$ cat src/rtl/instruction_fetch_sequencer.sv
// Instruction fetch sequencer: owns the program counter, runs one memory read
// handshake per fetch, strobes the IR load (active low) on the ready cycle and
// raises a sticky fault when memory fails to answer within WAIT_LIMIT cycles.
module instruction_fetch_sequencer #(
  parameter int                    ADDR_WIDTH = 16,
  parameter logic [ADDR_WIDTH-1:0] RESET_PC   = '0,
  parameter int                    WAIT_LIMIT = 15
) (
  input  logic                  clock,
  input  logic                  notReset,
  input  logic                  fetchReq,
  input  logic                  pcLoad,
  input  logic [ADDR_WIDTH-1:0] pcIn,
  input  logic                  memReady,
  output logic [ADDR_WIDTH-1:0] memAddr,
  output logic                  memRead,
  output logic                  irNotLoad,
  output logic [ADDR_WIDTH-1:0] pcOut,
  output logic                  busy,
  output logic                  fetched,
  output logic                  fault
);

  typedef enum logic [1:0] {S_IDLE, S_REQ, S_FAULT} state_t;

  // Last REQ cycle before timeout; wait counter fits WAIT_LIMIT up to 255.
  localparam logic [7:0] LIMIT_M1 = 8'(WAIT_LIMIT - 1);

  state_t                r_state;
  logic [ADDR_WIDTH-1:0] r_pc;
  logic [ADDR_WIDTH-1:0] r_memAddr;
  logic                  r_memRead;
  logic                  r_fetched;
  logic                  r_fault;
  logic [7:0]            r_waitCnt;

  logic                  w_load;
  logic                  w_timeout;

  // IR load fires in the same cycle memory reports ready; reset masks it so
  // a ready arriving alongside reset never loads the IR.
  always_comb begin
    w_load    = notReset && (r_state == S_REQ) && memReady;
    w_timeout = (r_state == S_REQ) && !memReady && (r_waitCnt == LIMIT_M1);
  end

  // Fetch FSM with registered handshake outputs; ready wins over timeout.
  always_ff @(posedge clock) begin
    if (!notReset) begin
      r_state   <= S_IDLE;
      r_pc      <= RESET_PC;
      r_memAddr <= RESET_PC;
      r_memRead <= 1'b0;
      r_fetched <= 1'b0;
      r_fault   <= 1'b0;
      r_waitCnt <= '0;
    end else begin
      case (r_state)
        S_IDLE: begin
          r_fetched <= 1'b0;
          if (pcLoad) r_pc <= pcIn;
          if (fetchReq) begin
            // A jump in the same cycle as the fetch request fetches the target.
            r_state   <= S_REQ;
            r_memRead <= 1'b1;
            r_waitCnt <= '0;
            r_memAddr <= pcLoad ? pcIn : r_pc;
          end
        end
        S_REQ: begin
          if (memReady) begin
            r_pc      <= r_pc + 1'b1;
            r_memRead <= 1'b0;
            r_fetched <= 1'b1;
            r_state   <= S_IDLE;
          end else begin
            r_waitCnt <= r_waitCnt + 8'd1;
            if (w_timeout) begin
              r_state   <= S_FAULT;
              r_fault   <= 1'b1;
              r_memRead <= 1'b0;
            end
          end
        end
        S_FAULT: begin
          r_fetched <= 1'b0;
          r_memRead <= 1'b0;
        end
        default: r_state <= S_IDLE;
      endcase
    end
  end

  // Output mapping.
  always_comb begin
    memAddr   = r_memAddr;
    memRead   = r_memRead;
    irNotLoad = ~w_load;
    pcOut     = r_pc;
    busy      = (r_state == S_REQ);
    fetched   = r_fetched;
    fault     = r_fault;
  end

endmodule

$ cat config.mk
export PLATFORM = sky130hd
export DESIGN_NAME = instruction_fetch_sequencer
export DESIGN_NICKNAME = d
export VERILOG_FILES = /design/src/rtl/instruction_fetch_sequencer.sv
export SDC_FILE = /design/constraint.sdc
export NUM_CORES = 1
export LEC_CHECK = 0
export BUFFER_PORTS_ARGS = -buffer_cell sky130_fd_sc_hd__buf_2
export CAP_MARGIN = 20
export CORE_ASPECT_RATIO = 2
export CORE_UTILIZATION = 44
export CTS_CLUSTER_SIZE = 40
export DETAILED_ROUTE_END_ITERATION = 10
export PLACE_DENSITY = 0.78
export SETUP_SLACK_MARGIN = 0.02
export SLEW_MARGIN = 20
export SYNTH_ARGS = -nofsm -noshare
export SYNTH_HDL_FRONTEND = slang
export SYNTH_SLANG_ARGS = --single-unit
export TNS_END_PERCENT = 100
$ cat constraint.sdc
create_clock -name clock -period 4.25 [get_ports clock]
set_input_delay 0 -clock clock [delete_from_list [all_inputs] [get_ports clock]]
set_output_delay 0 -clock clock [all_outputs]
set_load 0.005 [all_outputs]
==> results.json, run 1 <==
{
  "outcome": "complete, no violations",
  "dieArea_um2": 6010,
  "clock_skew_ns": 0.00992,
  "seq_power_share_pct": 49.3,
  "rrSetupSlack_ns": 1.81,
  "power_switching_w": 0.000346,
  "async_flop_share_pct": 0,
  "ys_types": 46,
  "crit_type": "reg -> reg",
  "ys_seq_area_share_pct": 36.0,
  "grt_pass1_wl_um": 10400,
  "synth-main-ff-cell": "dfxtp_1",
  "postSynthNetCount": 315,
  "io_pins": 58,
  "gp_congestion": 0.862,
  "synth.most_common_cell": "dfxtp_1",
  "antenna-diode-count": 0,
  "vias_per_cell": 5.78,
  "drive_gt1_share_pct": 22.5,
  "holdWs_ns": 0.0213,
  "clock_latency_ns": 0.31,
  "final.setup.tns_ns": 0,
  "min_to": "pcOut[15]",
  "cts_buffer_depth": 2,
  "synth_top_cell_area_share_pct": 36.0,
  "syn2layout_area_growth_pct": 15.4,
  "cp_cell_sequence": "inv_1 -> ha_1 -> and2_1 -> nand2_1 -> o311a_1 -> o31a_1",
  "overflow": 0,
  "synth_edf_count": 0,
  "finalWirelength_um": 6100,
  "drtAntennaViolNets": 0,
  "portBuffers": 57,
  "fillers": 532,
  "power.switching_fraction_pct": 33.0,
  "nets": 361,
  "clock_power_share_pct": 25.8,
  "hpwlAfterDp_um": 4490,
  "start_util_pct": 45.8,
  "seq_area_um2": 901,
  "crit_buf_inv": 1,
  "cts_sinks": 45,
  "r2r_start": "r_state[1]",
  "wire_per_inst_um": 15.5,
  "combPwrFrac_pct": 24.9,
  "rsz0062_at_grt": "false",
  "hold_path_depth": 3,
  "postLayoutCoreUtil_pct": 52.8,
  "die_h_um": 109,
  "synth_top_area_cell": "dfxtp_1",
  "cp.arrival_ns": 2.65,
  "reg2reg_depth": 6,
  "ys_seq_elements": 45,
  "hold_start": "pcIn[15]",
  "max-vdd-ir-drop_mv": 0.247,
  "drt-initial-drc-count": 72,
  "end_kind": "flop",
  "h-tree-depth": 2,
  "cell_internal_pwr_w": 0.000703,
  "design.core.area_um2": 5470,
  "max-cap-violations": 0,
  "power.density_nw_per_um2": 363,
  "period_share_pct": 57.5,
  "fp-row-count": 38,
  "critPathMaxStageDelay_ns": 0.63,
  "p_leak_nw": 1.37,
  "path_delay_family": "simple AND/OR/NAND/NOR gates",
  "cpMaxStageDelayCell": "ha_1",
  "dr.pass1.iters": 5,
  "finalCriticalPeriod_ns": 2.44,
  "antenna_found_initial": 0,
  "grt_pass1_vias": 2388,
  "die_w_um": 55.3,
  "drc": 0,
  "clk_pin_slew_ns": 0.09,
  "vias": 2271,
  "ys_warn_count": 0,
  "timing.rr.end": "pcOut[8]",
  "synth.top_cells.by_area": "dfxtp_1, mux2i_1, o211a_1, nand2_1, ha_1",
  "fmax_ghz": 0.409,
  "grt_usage_pct": 21.7,
  "startpoint_type": "flop",
  "path_max_fanout": 23,
  "cts_root_buffer": "clkbuf_8",
  "hold_path_class": "in -> reg",
  "multi_input_comb_area_um2": 1500,
  "max_slew_margin_pct": 51.8,
  "synth_area_um2": 2500,
  "hold_viol": 0,
  "slew_violations": 0,
  "setup_viol": 0,
  "cts_tree": "yes",
  "cp.depth": 6,
  "syn_inst": 286,
  "avgSynthCellArea_um2": 8.75,
  "grt_max_degree": 43,
  "tightestPinTransition_ns": 0.723,
  "cts-buffers-inserted": 5,
  "critPathRequiredTime_ns": 4.46,
  "yosys-top-cells-count": "dfxtp_1, nand2_1, mux2i_1"
}
[flip-flops by register name, summed over array words and instances, names as in the netlist]
name / count
fetched: 1
memAddr: 16
fault: 1
r_state: 2
memRead: 1
pcOut: 16
r_waitCnt: 8
[metrics by stage]
| stage | area, µm² | power (W) | std cells | worst slack [ns] |
|---|---|---|---|---|
| after CTS | 2880 | 0.00106 | 392 | 1.85 |
| after global placement | 2780 | 0.000776 | 383 | 1.95 |
| final | 2890 | 0.00105 | 393 | 1.81 |
| after detailed placement | 2780 | 0.000785 | 383 | 1.86 |
| after global routing | 2890 | 0.00111 | 393 | 1.65 |
| after floorplan | 2500 | 0.000693 | 286 | 2.50 |
[tightest hold or removal path: cells and delay by family]
kind | cells | cell delay [ns]
AO/OA/AOI/OAI | 2 | 0.20
buffers and inverters | 1 | 0.09
[power by group through the flow]
stage	logic, W	registers [W]	clock network [W]
2_1_floorplan	0.000177	0.000516	0
3_3_place_gp	0.000252	0.000524	0
3_5_place_dp	0.000258	0.000526	0
4_1_cts	0.000260	0.000516	0.000280
5_1_grt	0.000294	0.000526	0.000295
6_report	0.000261	0.000517	0.000271
[layout by cell type, fill, tap and decap left out, types with 6 or more instances in the layout]
cell type / instances
o211ai_1: 6
dfxtp_1: 45
o211a_1: 16
a21oi_1: 15
o21ai_0: 8
nand2_1: 39
nor4_1: 9
nor2_1: 15
ha_1: 8
mux2i_1: 26
nand3_1: 7
buf_2: 57
nand4_1: 8
[per-layer routing]
metal	GRT usage [%]	part of all wire (%)
met4	14.6	3.8
met3	4.39	4.2
met2	39.5	54
met1	22.0	38
met5	0	0
[cell type report]
type	count	share of cell area, %
Tap cell	60	2.60
Inverter	5	0.650
Clock buffer	5	2.38
Clock inverter	3	0.737
Sequential cell	45	31.2
Timing Repair Buffer	59	10.6
Multi-Input combinational cell	216	51.8
[cell families (layout without fill, tap and decap cells)]
kind of cell,after synthesis,in the layout,share of synthesized area (%)
xor+xnor,6,6,2.10
simple gates,107,107,21.8
flops,45,45,36.0
compound gates,64,64,19.2
buf+inv,25,72,4.20
mux,31,31,12.6
fa+ha+maj,8,8,4.00
[worst max-delay path by stage]
stage,start,end,slack (ns)
2_1_floorplan,r_state[1],pcOut[10],2.50
3_5_place_dp,r_state[1],pcOut[8],1.86
5_1_grt,r_state[1],pcOut[8],1.65
4_1_cts,r_state[1],pcOut[8],1.85
6_report,r_state[1],pcOut[8],1.81
3_3_place_gp,r_state[1],pcOut[8],1.95
[what timing repair did]
action	4_1_cts	5_1_grt
hold endpoints to repair	1	0
gates resized for setup	0	0
buffers inserted	0	0
hold buffers	1	0
Power figures use the tool's default switching activity.
==> run 2, diff against run 1 <==
--- a/config.mk
+++ b/config.mk
@@ -5,6 +5,7 @@
 export SDC_FILE = /design/constraint.sdc
 export NUM_CORES = 1
 export LEC_CHECK = 0
+export ABC_AREA = 1
 export BUFFER_PORTS_ARGS = -buffer_cell sky130_fd_sc_hd__buf_2
 export CAP_MARGIN = 20
 export CORE_ASPECT_RATIO = 2
==> constraint.sdc (replaced) <==
create_clock -name clock -period 2.5 [get_ports clock]
set_input_delay 0 -clock clock [delete_from_list [all_inputs] [get_ports clock]]
set_output_delay 0 -clock clock [all_outputs]
set_load 0.005 [all_outputs]
==> results.json, run 2 <==
{
  "cts_sinks": 45,
  "wire_per_inst_um": 13.5,
  "cts_root_buffer": "clkbuf_16",
  "layout_commonest_cell": "nand2_1",
  "synth_edf_count": 0,
  "start_util_pct": 45.5,
  "io_pins": 58,
  "r2r_start": "r_state[1]",
  "max-vdd-ir-drop_mv": 0.420,
  "holdBufCountCts": 0,
  "power.density_nw_per_um2": 694,
  "dp_slack_ns": 0.519,
  "path_delay_family": "adder cells",
  "antenna-diode-count": 0,
  "hold_start": "pcIn[8]",
  "startpoint_type": "flop",
  "syn2layout_area_growth_pct": 19.1,
  "final_cell_mix": "nand2_1, buf_2, o21ai_0",
  "portBuffers": 57,
  "grt_pass1_wl_um": 11000,
  "tightestPinTransition_ns": 0.614,
  "async_flop_share_pct": 0,
  "min_to": "memAddr[8]",
  "synth.top_cells.by_area": "dfxtp_1, nand2_1, o21ai_0, nor2_1, inv_1",
  "drt-initial-drc-count": 102,
  "fmax_ghz": 0.503,
  "ys_seq_elements": 45,
  "grt_pass1_vias": 2515,
  "postLayoutCoreUtil_pct": 54.2,
  "grt_usage_pct": 22.6,
  "timing.rr.end": "pcOut[6]",
  "hold_path_class": "in -> reg",
  "gp_congestion": 0.905,
  "postCtsSetupRepairBufs": 0,
  "synth_top_cell_area_share_pct": 35.0,
  "cts_tree": "yes",
  "synth_top_area_cell": "dfxtp_1",
  "drc": 0,
  "max_slew_margin_pct": 59.0,
  "h-tree-depth": 2,
  "vias": 2757,
  "ys_warn_count": 0,
  "drtAntennaViolNets": 0,
  "rrSetupSlack_ns": 0.51,
  "cp-startpoint": "r_state[1]",
  "die_w_um": 56.1,
  "reg2reg_depth": 8,
  "clk_pin_slew_ns": 0.06,
  "critPathRequiredTime_ns": 2.71,
  "cts_resized": 0,
  "cp_cell_sequence": "inv_1 -> ha_1 -> nand2_1 -> nand2_1 -> buf_4 -> o21ai_0 -> o21bai_1 -> a21oi_1",
  "finalCriticalPeriod_ns": 1.99,
  "clock_skew_ns": 0.00627,
  "crit_type": "reg -> reg",
  "cpMostUsedCell": "nand2_1",
  "clock_latency_ns": 0.29,
  "hpwlAfterDp_um": 5290,
  "seq_area_um2": 901,
  "overflow": 0,
  "critPathMaxStageDelay_ns": 0.44,
  "yosys-top-cells-count": "nand2_1, o21ai_0, nor2_1",
  "end_kind": "flop",
  "synth.most_common_cell": "nand2_1",
  "cts-buffers-inserted": 5,
  "synth-main-ff-cell": "dfxtp_1",
  "dieArea_um2": 6190,
  "slew_violations": 0,
  "fp-row-count": 39,
  "rsz0062_at_grt": "false",
  "nets": 479,
  "ys_seq_area_share_pct": 35.0,
  "synth_area_um2": 2580,
  "die_h_um": 110,
  "cts_buffer_depth": 2,
  "path_max_fanout": 14,
  "max-cap-violations": 0,
  "hold_path_depth": 3,
  "postSynthNetCount": 425,
  "cp.arrival_ns": 2.20,
  "period_share_pct": 79.5,
  "design.core.area_um2": 5660,
  "dr.pass1.iters": 5,
  "avgSynthCellArea_um2": 6.51,
  "hold_viol": 0,
  "ys_types": 35,
  "finalWirelength_um": 6910,
  "drive_gt1_share_pct": 18.0,
  "syn_inst": 396,
  "grt_max_degree": 31,
  "multi_input_comb_area_um2": 1390,
  "vias_per_cell": 5.38,
  "worst_slack_ns": 0.511,
  "crit_buf_inv": 2,
  "setup_viol": 0,
  "outcome": "complete, no violations",
  "fillers": 586,
  "final.setup.tns_ns": 0,
  "antenna_found_initial": 0,
  "p_leak_nw": 1.45,
  "cpMaxStageDelayCell": "ha_1"
}
run 2: cell type report:
| class | count | share of cell area, % |
|---|---|---|
| clock buffers | 7 | 4.65 |
| repair buffers | 62 | 10.5 |
| inverters | 54 | 6.85 |
| flip-flops and latches | 45 | 29.4 |
| clock inverters | 1 | 0.978 |
| multi-input cells | 282 | 45.2 |
| well taps | 61 | 2.49 |
run 2: cells by family after synthesis:
group                      Yosys count  synth area share (%)
xor gates and xnor gates             1                 0.340
DFF                                 45                  35.0
muxes                                2                 0.825
and+or+nand+nor                    178                  29.4
adders and majority gates            8                  3.88
AOI/OAI and AO/OA                   93                  19.3
buffers and inverters               69                  11.3
run 2: power breakdown:
group / internal [W] / switching, W / leakage, nW
registers: 0.000796 / 0.0000859 / 0.370
clock network: 0.000499 / 0.000270 / 0.0841
logic: 0.000190 / 0.000288 / 0.996
total: 0.00148 / 0.000644 / 1.45
run 2: per-stage QoR:
step           instances  power, W  area (µm²)  hold slack [ns]
2_1_floorplan        396   0.00120        2580            0.193
3_3_place_gp         504   0.00136        2900            0.306
3_5_place_dp         504   0.00137        2900            0.321
4_1_cts              512   0.00214        3070           0.0244
5_1_grt              512   0.00224        3070           0.0459
6_report             512   0.00213        3070           0.0230
run 2: worst min-delay path: cells and delay by family:
kind                   cells  cell delay, ns
AO/OA/AOI/OAI              2            0.19
buffers and inverters      1            0.09
run 2: how the worst max path moves through the flow:
stage,to,slack [ns],cells after the start
after global placement,pcOut[6],0.64,8
after CTS,pcOut[6],0.52,8
after floorplan,r_waitCnt[5],0.94,13
after detailed placement,pcOut[6],0.52,8
final,pcOut[6],0.51,8
after global routing,pcOut[6],0.31,8
run 2: metal layers:
| layer | wire length (µm) | global-route usage, % |
|---|---|---|
| met3 | 236 | 2.57 |
| met2 | 3810 | 44.0 |
| met1 | 2580 | 22.6 |
| met4 | 284 | 13.4 |
| met5 | 0 | 0 |
==> run 3, diff against run 2 <==
--- a/config.mk
+++ b/config.mk
@@ -5,14 +5,14 @@
 export SDC_FILE = /design/constraint.sdc
 export NUM_CORES = 1
 export LEC_CHECK = 0
-export ABC_AREA = 1
+export ABC_AREA = 0
 export BUFFER_PORTS_ARGS = -buffer_cell sky130_fd_sc_hd__buf_2
 export CAP_MARGIN = 20
 export CORE_ASPECT_RATIO = 2
 export CORE_UTILIZATION = 44
 export CTS_CLUSTER_SIZE = 40
 export DETAILED_ROUTE_END_ITERATION = 10
-export PLACE_DENSITY = 0.78
+export PLACE_DENSITY = 0.81
 export SETUP_SLACK_MARGIN = 0.02
 export SLEW_MARGIN = 20
 export SYNTH_ARGS = -nofsm -noshare
==> constraint.sdc (replaced) <==
create_clock -name clock -period 1.61 [get_ports clock]
set_input_delay 0 -clock clock [delete_from_list [all_inputs] [get_ports clock]]
set_output_delay 0 -clock clock [all_outputs]
set_load 0.005 [all_outputs]
==> results.json, run 3 (same netlist as run 1, synthesis figures left out) <==
{
  "hold_viol": 0,
  "io_pins": 58,
  "cts-buffers-inserted": 5,
  "fp-row-count": 38,
  "clock_latency_ns": 0.31,
  "reg2reg_depth": 4,
  "power_switching_w": 0.000975,
  "vias_per_cell": 5.94,
  "dr.pass1.iters": 5,
  "syn2layout_area_growth_pct": 33.4,
  "end_kind": "flop",
  "path_max_fanout": 7,
  "grt_usage_pct": 22.7,
  "postLayoutCoreUtil_pct": 61.1,
  "drt-initial-drc-count": 91,
  "max-cap-violations": 0,
  "min_to": "pcOut[13]",
  "drc": 0,
  "gp_congestion": 0.868,
  "power.density_nw_per_um2": 953,
  "start_util_pct": 45.8,
  "clock_skew_ns": 0.0158,
  "finalCriticalPeriod_ns": 1.57,
  "period_share_pct": 97.8,
  "seq_power_share_pct": 42.2,
  "timing.rr.end": "pcOut[13]",
  "h-tree-depth": 2,
  "cts_sinks": 45,
  "grt_pass1_wl_um": 10700,
  "vias": 2523,
  "fillers": 461,
  "final_cell_mix": "buf_2, dfxtp_1, nand2_1",
  "use_met2_pct": 45.0,
  "design.core.area_um2": 5470,
  "power_w": 0.00318,
  "setup_viol": 0,
  "grt_max_degree": 33,
  "drtAntennaViolNets": 0,
  "final.setup.tns_ns": 0,
  "tightestPinTransition_ns": 0.462,
  "r2r_start": "pcOut[6]",
  "hold_path_depth": 3,
  "power.switching_fraction_pct": 30.7,
  "max-vdd-ir-drop_mv": 0.835,
  "hold_path_class": "in -> reg",
  "cts_tree": "yes",
  "die_w_um": 55.3,
  "fmax_ghz": 0.635,
  "drive_gt1_share_pct": 36.2,
  "hpwlAfterDp_um": 5070,
  "startpoint_type": "flop",
  "grtUsageMet3_pct": 4.39,
  "nets": 393,
  "crit_type": "reg -> reg",
  "portBuffers": 57,
  "p_leak_nw": 1.59,
  "outcome": "complete, no violations",
  "slew_violations": 0,
  "clk_pin_slew_ns": 0.09,
  "cell_internal_pwr_w": 0.00221,
  "grt.busiest_layer": "met2",
  "grt_pass1_vias": 2355,
  "rsz0062_at_grt": "true",
  "max_slew_margin_pct": 69.1,
  "antenna-diode-count": 0,
  "finalWirelength_um": 7070,
  "overflow": 0,
  "dieArea_um2": 6010,
  "hold_start": "pcIn[13]",
  "cp.arrival_ns": 1.78,
  "wire_per_inst_um": 16.6,
  "combPwrFrac_pct": 29.6,
  "layout_commonest_cell": "buf_2",
  "critPathRequiredTime_ns": 1.82,
  "antenna_found_initial": 0,
  "rrSetupSlack_ns": 0.04,
  "cts_buffer_depth": 2,
  "cts_root_buffer": "clkbuf_8",
  "clock_power_share_pct": 28.1,
  "die_h_um": 109,
  "grt_util_met1_pct": 21.8
}
-- run 3: cell count changes in the layout (fill, tap and decap cells not counted), moves of 5 or more --
cell and delta:
o21ai_0 -50, inv_1 -49, nand2_1 -48, nor2_1 -41
mux2i_1 +24, buf_4 +23, o211a_1 +15, nand3_1 -13
a21oi_1 -12, nor4_2 +6, clkbuf_16 -5, clkbuf_8 +5
-- run 3: worst max path at each step --
stage,end,slack (ns),from
2_1_floorplan,memAddr[10],0.02,r_state[0]
3_3_place_gp,pcOut[9],0.03,r_state[1]
3_5_place_dp,pcOut[6],-0.04,r_state[1]
4_1_cts,r_waitCnt[4],0.03,r_state[0]
5_1_grt,pcOut[9],-0.03,r_state[1]
6_report,pcOut[13],0.04,pcOut[6]
-- run 3: metrics by stage --
stage	hold WS (ns)	area, µm²	worst slack (ns)	cells
after detailed placement	0.287	3040	-0.0406	412
final	0.00835	3340	0.0352	425
after global placement	0.288	3040	0.0265	412
after CTS	0.00668	3180	0.0260	421
after global routing	0.0118	3340	-0.0321	425
after floorplan	0.129	2520	0.0232	286
-- run 3: final cells by class --
class                      count  area (µm²)  share of cell area [%]
multi-input combinational    217        1640                    49.2
tap                           60        75.1                    2.25
clock inverter                 1        30.0                   0.900
timing repair buffer          90         572                    17.1
sequential                    45         911                    27.3
inverter                       5        21.3                   0.637
clock buffer                   7        86.3                    2.59
-- run 3: metal layers --
layer	vias to the layer above	part of all wire [%]
li1	1203	-
met1	1219	35
met2	82	57
met3	19	4.6
met4	0	3.0
met5	-	0
-- run 3: critical path, cell delays in order (launching register included) --
cell and delay [ns]:
dfxtp_1 0.45, nand4_1 0.33, nor4_2 0.39, mux2i_1 0.23, a21oi_1 0.08
-- run 3: power groups by stage --
stage | combinational [W] | clock (W) | sequential (W)
finish | 0.000942 | 0.000895 | 0.00134
global route | 0.00103 | 0.000960 | 0.00136
CTS | 0.000863 | 0.000911 | 0.00133
detailed placement | 0.000850 | 0 | 0.00136
global placement | 0.000826 | 0 | 0.00135
floorplan | 0.000474 | 0 | 0.00136
-- run 3: what timing repair did --
action,4_1_cts,5_1_grt
resized for setup,6,35
endpoints found under the hold margin,1,0
endpoints found under the setup margin,13,28
hold buffers,1,0
gates cloned,0,1
setup buffers,0,3
pin swaps,3,5
